$ cat src/rtl/up_int_ctrl_pkg.sv
// Shared definitions for the user-plugin interrupt controller:
// register word offsets (PADDR[4:2]), CLAIM word layout, claim response
// struct and the per-source trigger type.
package up_int_ctrl_pkg;

    // Register word offsets as decoded from PADDR[4:2]
    localparam logic [2:0] OFF_ENABLE    = 3'd0;  // 0x00
    localparam logic [2:0] OFF_TYPE      = 3'd1;  // 0x04
    localparam logic [2:0] OFF_PENDING   = 3'd2;  // 0x08
    localparam logic [2:0] OFF_CLAIM     = 3'd3;  // 0x0C
    localparam logic [2:0] OFF_COMPLETE  = 3'd4;  // 0x10
    localparam logic [2:0] OFF_INSERVICE = 3'd5;  // 0x14

    // CLAIM word: bit 31 = valid, low bits = source ID
    localparam int CLAIM_VALID_BIT = 31;
    localparam int CLAIM_ID_W      = 5;

    typedef struct packed {
        logic                  valid;
        logic [CLAIM_ID_W-1:0] id;
    } claim_resp_t;

    typedef enum logic {
        SRC_LEVEL = 1'b0,
        SRC_EDGE  = 1'b1
    } src_type_e;

    // Build the 32-bit CLAIM read word; an invalid claim reads as all zero
    function automatic logic [31:0] pack_claim(input claim_resp_t c);
        logic [31:0] word;
        word = '0;
        if (c.valid) begin
            word[CLAIM_VALID_BIT]  = 1'b1;
            word[CLAIM_ID_W-1:0]   = c.id;
        end
        return word;
    endfunction

endpackage

$ cat src/rtl/up_int_ctrl_if.sv
// Flat APB3 bus bundle for the interrupt controller configuration port.
interface up_int_ctrl_if #(
    parameter int APB_ADDR_WIDTH = 12
);
    logic [APB_ADDR_WIDTH-1:0] PADDR;
    logic [31:0]               PWDATA;
    logic                      PWRITE;
    logic                      PSEL;
    logic                      PENABLE;
    logic [31:0]               PRDATA;
    logic                      PREADY;
    logic                      PSLVERR;

    modport master (
        output PADDR, PWDATA, PWRITE, PSEL, PENABLE,
        input  PRDATA, PREADY, PSLVERR
    );

    modport slave (
        input  PADDR, PWDATA, PWRITE, PSEL, PENABLE,
        output PRDATA, PREADY, PSLVERR
    );
endinterface

$ cat src/rtl/up_int_prio_enc.sv
// Fixed-priority encoder: reports the lowest set index of i_req.
// o_id is 0 whenever o_valid is 0.
module up_int_prio_enc #(
    parameter int NUM_SRC = 8,
    parameter int ID_W    = 5
) (
    input  logic [NUM_SRC-1:0] i_req,
    output logic               o_valid,
    output logic [ID_W-1:0]    o_id
);

    // Scan from the top down so the lowest requesting index is the last write
    always_comb begin
        o_valid = 1'b0;
        o_id    = '0;
        for (int i = NUM_SRC - 1; i >= 0; i--) begin
            if (i_req[i]) begin
                o_valid = 1'b1;
                o_id    = ID_W'(i);
            end
        end
    end

endmodule

$ cat src/rtl/up_int_ctrl.sv
// Interrupt controller for the user plugin. Collects NUM_SRC sources into
// one registered request (int_o) with per-source enable, edge/level type,
// pending, claim/complete and fixed lowest-index-wins priority.
// Optional macro UP_INT_CTRL_SYNC_EN inserts a 2-flop synchronizer on src_i
// (src_i to int_o latency becomes 4 cycles instead of 2).
module up_int_ctrl
    import up_int_ctrl_pkg::*;
#(
    parameter int NUM_SRC        = 8,
    parameter int APB_ADDR_WIDTH = 12,
    parameter int ID_W           = 5
) (
    input  logic               clk_i,
    input  logic               rst_n,
    up_int_ctrl_if.slave       apb,
    input  logic [NUM_SRC-1:0] src_i,
    output logic               int_o
);

    // ------------------------------------------------------------------
    // State
    // ------------------------------------------------------------------
    logic [NUM_SRC-1:0] r_enable;
    logic [NUM_SRC-1:0] r_type;
    logic [NUM_SRC-1:0] r_pending;
    logic [NUM_SRC-1:0] r_inservice;
    logic [NUM_SRC-1:0] r_src_q;
    logic               r_int;

    // ------------------------------------------------------------------
    // Combinational nets
    // ------------------------------------------------------------------
    logic [NUM_SRC-1:0] w_src;
    logic [NUM_SRC-1:0] w_rise;
    logic [NUM_SRC-1:0] w_elig;
    logic [NUM_SRC-1:0] w_pending_next;
    logic [NUM_SRC-1:0] w_inservice_next;
    logic [NUM_SRC-1:0] w_w1c;
    logic [NUM_SRC-1:0] w_claim_onehot;
    logic [NUM_SRC-1:0] w_cmp_onehot;
    logic [2:0]         w_offset;
    logic               w_access;
    logic               w_unmapped;
    logic               w_wr;
    logic               w_rd;
    logic               w_claim_valid;
    logic [ID_W-1:0]    w_claim_id;
    logic               w_claim_fire;
    logic [ID_W-1:0]    w_cmp_id;
    logic               w_cmp_in_range;
    claim_resp_t        w_claim;
    logic [31:0]        w_prdata;
    logic               w_unused;

    // ------------------------------------------------------------------
    // Source conditioning
    // ------------------------------------------------------------------
`ifdef UP_INT_CTRL_SYNC_EN
    logic [NUM_SRC-1:0] r_sync1;
    logic [NUM_SRC-1:0] r_sync2;

    // Two-flop synchronizer for sources that are asynchronous to clk_i
    always_ff @(posedge clk_i or negedge rst_n) begin
        if (!rst_n) begin
            r_sync1 <= '0;
            r_sync2 <= '0;
        end else begin
            r_sync1 <= src_i;
            r_sync2 <= r_sync1;
        end
    end

    assign w_src = r_sync2;
`else
    assign w_src = src_i;
`endif

    // A source already high when reset releases is seen as a rising edge,
    // since r_src_q restarts at zero.
    assign w_rise = w_src & ~r_src_q;

    // ------------------------------------------------------------------
    // APB decode: single-cycle access, no wait states
    // ------------------------------------------------------------------
    assign w_offset   = apb.PADDR[4:2];
    assign w_access   = apb.PSEL & apb.PENABLE;
    assign w_unmapped = (w_offset > OFF_INSERVICE);
    assign w_wr       = w_access &  apb.PWRITE & ~w_unmapped;
    assign w_rd       = w_access & ~apb.PWRITE & ~w_unmapped;

    assign apb.PREADY  = 1'b1;
    assign apb.PSLVERR = w_access & w_unmapped;

    // ------------------------------------------------------------------
    // Eligibility and claim arbitration
    // ------------------------------------------------------------------
    assign w_elig = r_pending & r_enable & ~r_inservice;

    up_int_prio_enc #(
        .NUM_SRC (NUM_SRC),
        .ID_W    (ID_W)
    ) u_prio_enc (
        .i_req   (w_elig),
        .o_valid (w_claim_valid),
        .o_id    (w_claim_id)
    );

    assign w_claim.valid = w_claim_valid;
    assign w_claim.id    = w_claim_id;

    // A CLAIM read only has side effects when something was eligible
    assign w_claim_fire   = w_rd & (w_offset == OFF_CLAIM) & w_claim_valid;
    assign w_claim_onehot = w_claim_fire ? (NUM_SRC'(1) << w_claim_id) : '0;

    // W1C on PENDING only touches edge-typed bits
    assign w_w1c = (w_wr && (w_offset == OFF_PENDING))
                 ? (apb.PWDATA[NUM_SRC-1:0] & r_type) : '0;

    // COMPLETE with an out-of-range ID is silently dropped
    assign w_cmp_id       = apb.PWDATA[ID_W-1:0];
    assign w_cmp_in_range = (int'(w_cmp_id) < NUM_SRC);
    assign w_cmp_onehot   = (w_wr && (w_offset == OFF_COMPLETE) && w_cmp_in_range)
                          ? (NUM_SRC'(1) << w_cmp_id) : '0;

    // ------------------------------------------------------------------
    // Per-source pending update; a new edge wins over any clear
    // ------------------------------------------------------------------
    genvar gi;
    generate
        for (gi = 0; gi < NUM_SRC; gi++) begin : g_pend
            assign w_pending_next[gi] =
                (src_type_e'(r_type[gi]) == SRC_EDGE)
                ? (w_rise[gi] | (r_pending[gi] & ~w_w1c[gi] & ~w_claim_onehot[gi]))
                : r_src_q[gi];
        end
    endgenerate

    assign w_inservice_next = (r_inservice | w_claim_onehot) & ~w_cmp_onehot;

    // ------------------------------------------------------------------
    // Register file, sampled source and registered interrupt request
    // ------------------------------------------------------------------
    // Configuration and status registers, updated at the end of an access
    always_ff @(posedge clk_i or negedge rst_n) begin
        if (!rst_n) begin
            r_enable    <= '0;
            r_type      <= '0;
            r_pending   <= '0;
            r_inservice <= '0;
            r_src_q     <= '0;
            r_int       <= 1'b0;
        end else begin
            if (w_wr && (w_offset == OFF_ENABLE)) begin
                r_enable <= apb.PWDATA[NUM_SRC-1:0];
            end
            if (w_wr && (w_offset == OFF_TYPE)) begin
                r_type <= apb.PWDATA[NUM_SRC-1:0];
            end
            r_pending   <= w_pending_next;
            r_inservice <= w_inservice_next;
            r_src_q     <= w_src;
            r_int       <= |w_elig;
        end
    end

    assign int_o = r_int;

    // ------------------------------------------------------------------
    // Read mux; unmapped offsets and write-only COMPLETE read zero
    // ------------------------------------------------------------------
    // Combinational read data selected by word offset
    always_comb begin
        w_prdata = '0;
        case (w_offset)
            OFF_ENABLE:    w_prdata = 32'(r_enable);
            OFF_TYPE:      w_prdata = 32'(r_type);
            OFF_PENDING:   w_prdata = 32'(r_pending);
            OFF_CLAIM:     w_prdata = pack_claim(w_claim);
            OFF_INSERVICE: w_prdata = 32'(r_inservice);
            default:       w_prdata = '0;
        endcase
    end

    assign apb.PRDATA = w_prdata;

    // Address and data bits outside the decode window are intentionally ignored
    assign w_unused = &{1'b0, apb.PADDR[APB_ADDR_WIDTH-1:5], apb.PADDR[1:0],
                        apb.PWDATA[31:NUM_SRC]};

endmodule

$ cat src/flat_wrapper.sv
// flat-port wrapper written by rule: the top's interface ports become plain ports
module up_int_ctrl_flat import up_int_ctrl_pkg::*;
#(
    parameter int NUM_SRC        = 8,
    parameter int APB_ADDR_WIDTH = 12,
    parameter int ID_W           = 5
)
  (clk_i, rst_n, src_i, int_o, apb_PADDR, apb_PWDATA, apb_PWRITE, apb_PSEL, apb_PENABLE, apb_PRDATA, apb_PREADY, apb_PSLVERR);
  up_int_ctrl_if #(.APB_ADDR_WIDTH(APB_ADDR_WIDTH)) apb_i ();
  input  logic clk_i;
  input  logic rst_n;
  input  logic [NUM_SRC-1:0] src_i;
  output logic int_o;
  input wire logic [$bits(apb_i.PADDR)-1:0] apb_PADDR;
  input wire logic [$bits(apb_i.PWDATA)-1:0] apb_PWDATA;
  input wire logic [$bits(apb_i.PWRITE)-1:0] apb_PWRITE;
  input wire logic [$bits(apb_i.PSEL)-1:0] apb_PSEL;
  input wire logic [$bits(apb_i.PENABLE)-1:0] apb_PENABLE;
  output wire logic [$bits(apb_i.PRDATA)-1:0] apb_PRDATA;
  output wire logic [$bits(apb_i.PREADY)-1:0] apb_PREADY;
  output wire logic [$bits(apb_i.PSLVERR)-1:0] apb_PSLVERR;
  assign apb_i.PADDR = apb_PADDR;
  assign apb_i.PWDATA = apb_PWDATA;
  assign apb_i.PWRITE = apb_PWRITE;
  assign apb_i.PSEL = apb_PSEL;
  assign apb_i.PENABLE = apb_PENABLE;
  assign apb_PRDATA = apb_i.PRDATA;
  assign apb_PREADY = apb_i.PREADY;
  assign apb_PSLVERR = apb_i.PSLVERR;
  up_int_ctrl #(.NUM_SRC(NUM_SRC), .APB_ADDR_WIDTH(APB_ADDR_WIDTH), .ID_W(ID_W)) u_core (.clk_i(clk_i), .rst_n(rst_n), .apb(apb_i), .src_i(src_i), .int_o(int_o));
endmodule
$ cat config.mk
export PLATFORM = sky130hd
export DESIGN_NAME = up_int_ctrl_flat
export DESIGN_NICKNAME = d
export VERILOG_FILES = /design/src/rtl/up_int_ctrl_pkg.sv /design/src/rtl/up_int_ctrl_if.sv /design/src/rtl/up_int_prio_enc.sv /design/src/rtl/up_int_ctrl.sv /design/src/flat_wrapper.sv
export SDC_FILE = /design/constraint.sdc
export NUM_CORES = 1
export LEC_CHECK = 0
export BUFFER_PORTS_ARGS = -buffer_cell sky130_fd_sc_hd__buf_4
export CELL_PAD_IN_SITES_DETAIL_PLACEMENT = 1
export CELL_PAD_IN_SITES_GLOBAL_PLACEMENT = 1
export CORE_MARGIN = 2
export CORE_UTILIZATION = 39
export DETAILED_ROUTE_END_ITERATION = 16
export HOLD_SLACK_MARGIN = 0.05
export PLACE_DENSITY_LB_ADDON = 0.1
export SYNTH_ARGS = -nofsm -noshare
export SYNTH_HDL_FRONTEND = slang
export SYNTH_SLANG_ARGS = --single-unit
$ cat constraint.sdc
create_clock -name clk_i -period 4.7 [get_ports clk_i]
set_input_delay 0.94 -clock clk_i [delete_from_list [all_inputs] [get_ports clk_i]]
set_output_delay 0.94 -clock clk_i [all_outputs]
set_load 0.05 [all_outputs]
==> results.json, run 1 <==
{
  "worstPathArrival_ps": 2330,
  "h-tree-depth": 2,
  "use_met3_pct": 4.07,
  "core_area_um2": 5890,
  "use_met2_pct": 31.0,
  "via_per_inst": 5.39,
  "nNetsFinal": 330,
  "rrSetupSlack_ps": 2730,
  "antenna_found_initial": 0,
  "critPathLaunch": "apb_PADDR[3]",
  "setup_ws_ps": 1430,
  "dr.pass1.iters": 4,
  "synthesis.instances": 240,
  "cts_buffers": 5,
  "tightestPinTransition_ps": 841,
  "end_kind": "output port",
  "synth.mux.area_fraction_pct": 11.0,
  "die_area_um2": 6680,
  "io_buffers": 34,
  "clockBufferDepth": 2,
  "critPathRequiredTime_ps": 3760,
  "area_growth_pct": 13.1,
  "cts_hold_buf": 0,
  "wire_per_inst_um": 17.5,
  "worstHoldEndpoint": "u_core.r_pending[4]",
  "layout_commonest_cell": "dfrtp_1",
  "synth_fa_ha_area_share_pct": 0,
  "min_period_ps": 3270,
  "preCtsSetupSlack_ps": 1410,
  "n_antenna_cell": 0,
  "path_max_fanout": 15,
  "grt_pass1_vias": 1838,
  "grt_pass1_wl_mm": 9.78,
  "syn_area_um2": 2360,
  "ios": 92,
  "drive_gt1_share_pct": 22.3,
  "yosysUniqueCellTypes": 43,
  "slew_headroom_pct": 43.7,
  "cts_repair_resize_count": 0,
  "outcome": "completed",
  "synthSimpleGateAreaFrac_pct": 20.9,
  "synth-main-ff-cell": "dfrtp_1",
  "placed_area_um2": 2580,
  "initial_core_util_pct": 40.0,
  "hpwl_mm": 4.32,
  "gp_congestion": 0.839,
  "synth_top_area_share_pct": 43.5,
  "post_cts_buffers": 0,
  "synth_edf_count": 0,
  "most-common-layout-cells": "41 x dfrtp_1, 34 x buf_4, 24 x conb_1, 21 x nand2_1",
  "worstHoldPathType": "flip-flop to flip-flop",
  "synth_xor_area_share_pct": 0,
  "drt_iter0_drc": 116,
  "grtUsageMet1_pct": 28.4,
  "power.density_nw_per_um2": 374,
  "ys_seq_elements": 41,
  "dp_cells": 341,
  "synthTopCellsByArea": "dfrtp_1 44%, buf_4 7.6%, mux2_2 7.2%, a21oi_1 4.0%, mux2i_1 3.4%",
  "whs_ps": 490,
  "synth-compound-area-share_pct": 14.1,
  "holdPathStages": 1,
  "finalSetupViolCount": 0,
  "grt_usage_pct": 19.9,
  "final_area_um2": 2660,
  "ir_drop_mv": 0.185,
  "fin_tns_setup_ps": 0,
  "chipWidth_um": 81.7,
  "seq_area_frac_synth_pct": 43.5,
  "p_total_mw": 0.996,
  "postRouteAntennaNets": 0,
  "post-route-util_pct": 45.3,
  "cap_violations": 0,
  "wirelength_mm": 6.09,
  "criticalPathCategory": "input pin to output port",
  "finalMaxSlewViolations": 0,
  "async_reset_ff_share_pct": 100,
  "final_hold_viol_count": 0,
  "cts_tree": "yes",
  "overflow": 0,
  "skew_ps": 7.44,
  "rr_startpoint": "u_core.r_pending[6]",
  "clk_latency_ps": 300,
  "rr_worst_depth": 5,
  "p_leak_nw": 1.23,
  "period_share_pct": 69.5,
  "row_count": 28,
  "worstSetupStartpointType": "input pin",
  "die_h_um": 81.7,
  "hold_start": "u_core.r_src_q[4]",
  "max_freq_mhz": 306,
  "syn_area_per_cell_um2": 9.82,
  "rsz0062_at_grt": "false",
  "yosys_warnings": 0,
  "yosysTopAreaCell": "dfrtp_1",
  "cts.sinks": 41,
  "reg2reg_to": "u_core.r_pending[5]",
  "grt_max_degree": 42,
  "root_buffer": "clkbuf_8",
  "routed-via-count": 1876,
  "clk_pin_slew_ps": 80,
  "fin_cells": 348,
  "top_usage_layer": "met2",
  "synth_top_family_by_area": "simple AND/OR/NAND/NOR gates",
  "drc": 0
}
sequential cells by signal, summed over array words and instances, names as in the netlist:
signal	count
u_core.r_enable	8
u_core.r_inservice	8
u_core.int_o	1
u_core.r_pending	8
u_core.r_src_q	8
u_core.r_type	8
how the worst max path moves through the flow:
stage | slack [ps] | end | depth (start not counted)
floorplan | 1050 | apb_PRDATA[5] | 4
global placement | 1390 | apb_PRDATA[2] | 6
detailed placement | 1410 | apb_PRDATA[2] | 6
CTS | 1410 | apb_PRDATA[2] | 6
global route | 1230 | apb_PRDATA[0] | 6
finish | 1430 | apb_PRDATA[0] | 6
layer usage:
metal	share of wire [%]	routed length, um
met1	48	2900
met2	46	2790
met3	5.4	329
met4	1.1	67
met5	0	0
report_power, final:
group	switching (mW)	leakage [nW]	internal [mW]
logic	0.199	0.686	0.107
registers	0.0439	0.505	0.406
clock network	0.124	0.0443	0.117
cell usage after synthesis, drive strengths merged (3+ instances only):
cell and number:
a31oi 7, mux2 16, and3b 6, o21ai 7, nand2b 4, and2 3
inv 7, nand3b 6, clkbuf 4, a32oi 3, mux2i 8, nor2 19
buf 26, nand4 3, nor2b 8, a21oi 19, dfrtp 41, nor4 3
o211ai 5, nand3 3, nand2 21
critical path: stages:
cell and delay [ps]:
buf_4 190, and2b_1 390, and2_1 360, nand2_1 90, o211ai_1 110, buf_4 230
final cells by class:
class	instances	area, um2
sequential	41	1030
inverter	7	26.3
tap	75	93.8
timing repair buffer	34	255
fill	706	3220
clock buffer	7	86.3
multi-input combinational	184	1180
kinds of logic after synthesis:
logic type             Yosys count
other                            2
flip-flops                      41
buffers and inverters           37
AND/OR/NAND/NOR                 84
multiplexers                    24
AO/OA/AOI/OAI                   52
Power figures use the tool's default switching activity.
==> run 2: changes to the inputs <==
Settings changed: CORE_UTILIZATION 39 to 36.
Clock period 4.7 ns to 3.1 ns, I/O delays scaled along.
==> results.json, run 2 (same netlist as run 1, synthesis figures left out) <==
{
  "rr_startpoint": "u_core.r_pending[0]",
  "root_buffer": "clkbuf_8",
  "drt_iter0_drc": 80,
  "hpwl_mm": 4.39,
  "core_area_um2": 6350,
  "cts_hold_buf": 0,
  "intPower_mw": 0.939,
  "grt_max_degree": 42,
  "dr.pass1.iters": 4,
  "grt_pass1_vias": 1885,
  "ir_drop_mv": 0.304,
  "setup_ws_ps": 445,
  "max_freq_mhz": 377,
  "cts_tree": "yes",
  "p_total_mw": 1.50,
  "preCtsSetupSlack_ps": 644,
  "power.share.clock_pct": 23.3,
  "tightestPinTransition_ps": 550,
  "nNetsFinal": 335,
  "pwr-share-seq_pct": 45.5,
  "p_switching_mw": 0.563,
  "min_period_ps": 2650,
  "cts.sinks": 41,
  "rr_worst_depth": 5,
  "wirelength_mm": 6.22,
  "cpPeakStageDelay_ps": 400,
  "worstPathArrival_ps": 2030,
  "gp_congestion": 0.880,
  "initial_core_util_pct": 37.1,
  "n_antenna_cell": 0,
  "cts_buffers": 5,
  "clockBufferDepth": 2,
  "routed-via-count": 1882,
  "overflow": 0,
  "die_area_um2": 7210,
  "layout_commonest_cell": "dfrtp_1",
  "end_kind": "output port",
  "fillers": 763,
  "cpMaxStageDelayCell": "dfrtp_1",
  "criticalPathCategory": "flip-flop to output port",
  "fin_tns_setup_ps": 0,
  "final_hold_viol_count": 0,
  "path_max_fanout": 4,
  "finalSetupViolCount": 0,
  "worstSetupStartpointType": "flip-flop",
  "io_buffers": 34,
  "clk_latency_ps": 300,
  "reg2reg_to": "u_core.r_pending[4]",
  "outcome": "completed",
  "p_leak_nw": 1.26,
  "whs_ps": 302,
  "postRouteAntennaNets": 0,
  "drive_gt1_share_pct": 24.0,
  "rrSetupSlack_ps": 1220,
  "rsz0062_at_grt": "false",
  "clk_pin_slew_ps": 90,
  "grt_pass1_wl_mm": 10.0,
  "combPwrFrac_pct": 31.2,
  "post_cts_buffers": 0,
  "worstHoldPathType": "input pin to asynchronous set/reset pin",
  "row_count": 29,
  "via_per_inst": 5.29,
  "switching_share_pct": 37.5,
  "ios": 92,
  "antenna_found_initial": 0,
  "chipWidth_um": 84.9,
  "h-tree-depth": 2,
  "most-common-layout-cells": "41 x dfrtp_1, 39 x buf_4, 24 x conb_1, 21 x nand2_1",
  "die_h_um": 84.9,
  "area_growth_pct": 14.6,
  "skew_ps": 10.1,
  "period_share_pct": 85.6,
  "finalMaxSlewViolations": 0,
  "cp_cell_sequence": "and3b_1 > nand2b_1 > a311oi_1 > buf_4 > o211ai_1 > o211ai_1 > buf_4",
  "drc": 0,
  "wire_per_inst_um": 17.5,
  "cts_repair_resize_count": 0,
  "critPathRequiredTime_ps": 2480,
  "cap_violations": 0,
  "slew_headroom_pct": 63.4,
  "grt_usage_pct": 18.0,
  "power.density_nw_per_um2": 557
}
-- run 2: through the flow --
stage                     cell area (um2)  std cells  utilization [%]
final                                2700        356             42.5
after detailed placement             2620        348             41.2
after floorplan                      2440        262                -
after global placement               2620        348             41.2
after global routing                 2700        356             42.5
after CTS                            2700        356             42.5
-- run 2: power by group through the flow --
stage          Sequential [mW]  Combinational (mW)  Clock, mW
6_report                 0.684               0.470      0.350
5_1_grt                  0.695               0.506      0.379
4_1_cts                  0.683               0.473      0.359
3_5_place_dp             0.694               0.471          0
3_3_place_gp             0.691               0.466          0
2_1_floorplan            0.693               0.349          0
-- run 2: worst max-delay path, delay by kind of cell (launching register included) --
family | cells | cell delay, ps
and+or+nand+nor | 2 | 430
AOI/OAI and AO/OA | 3 | 510
buffers and inverters | 2 | 420
DFF | 1 | 400
-- run 2: area by class of cell --
class / instances / area, um2 / area share, %
clock buffers: 6 / 72.6 / 2.69
flip-flops and latches: 41 / 1030 / 38.0
well taps: 77 / 96.3 / 3.57
inverters: 7 / 26.3 / 0.973
repair buffers: 39 / 293 / 10.8
multi-input cells: 184 / 1180 / 43.6
clock inverters: 2 / 10.0 / 0.371
-- run 2: how the worst max path moves through the flow --
stage,from,endpoint,slack [ps],cells past startpoint
detailed placement,apb_PADDR[3],apb_PRDATA[2],640,6
global route,u_core.r_enable[6],apb_PRDATA[0],280,7
global placement,apb_PADDR[3],apb_PRDATA[2],650,6
CTS,u_core.r_pending[6],apb_PRDATA[0],400,7
floorplan,apb_PADDR[3],apb_PRDATA[5],90,4
finish,u_core.r_pending[6],apb_PRDATA[0],450,7
-- run 2: layer usage --
metal	global-route usage [%]	share of wire (%)	vias up
met5	0	0	-
met4	4.33	1.0	0
met3	3.60	4.5	6
met2	29.1	47	46
met1	25.0	47	944
li1	-	-	886
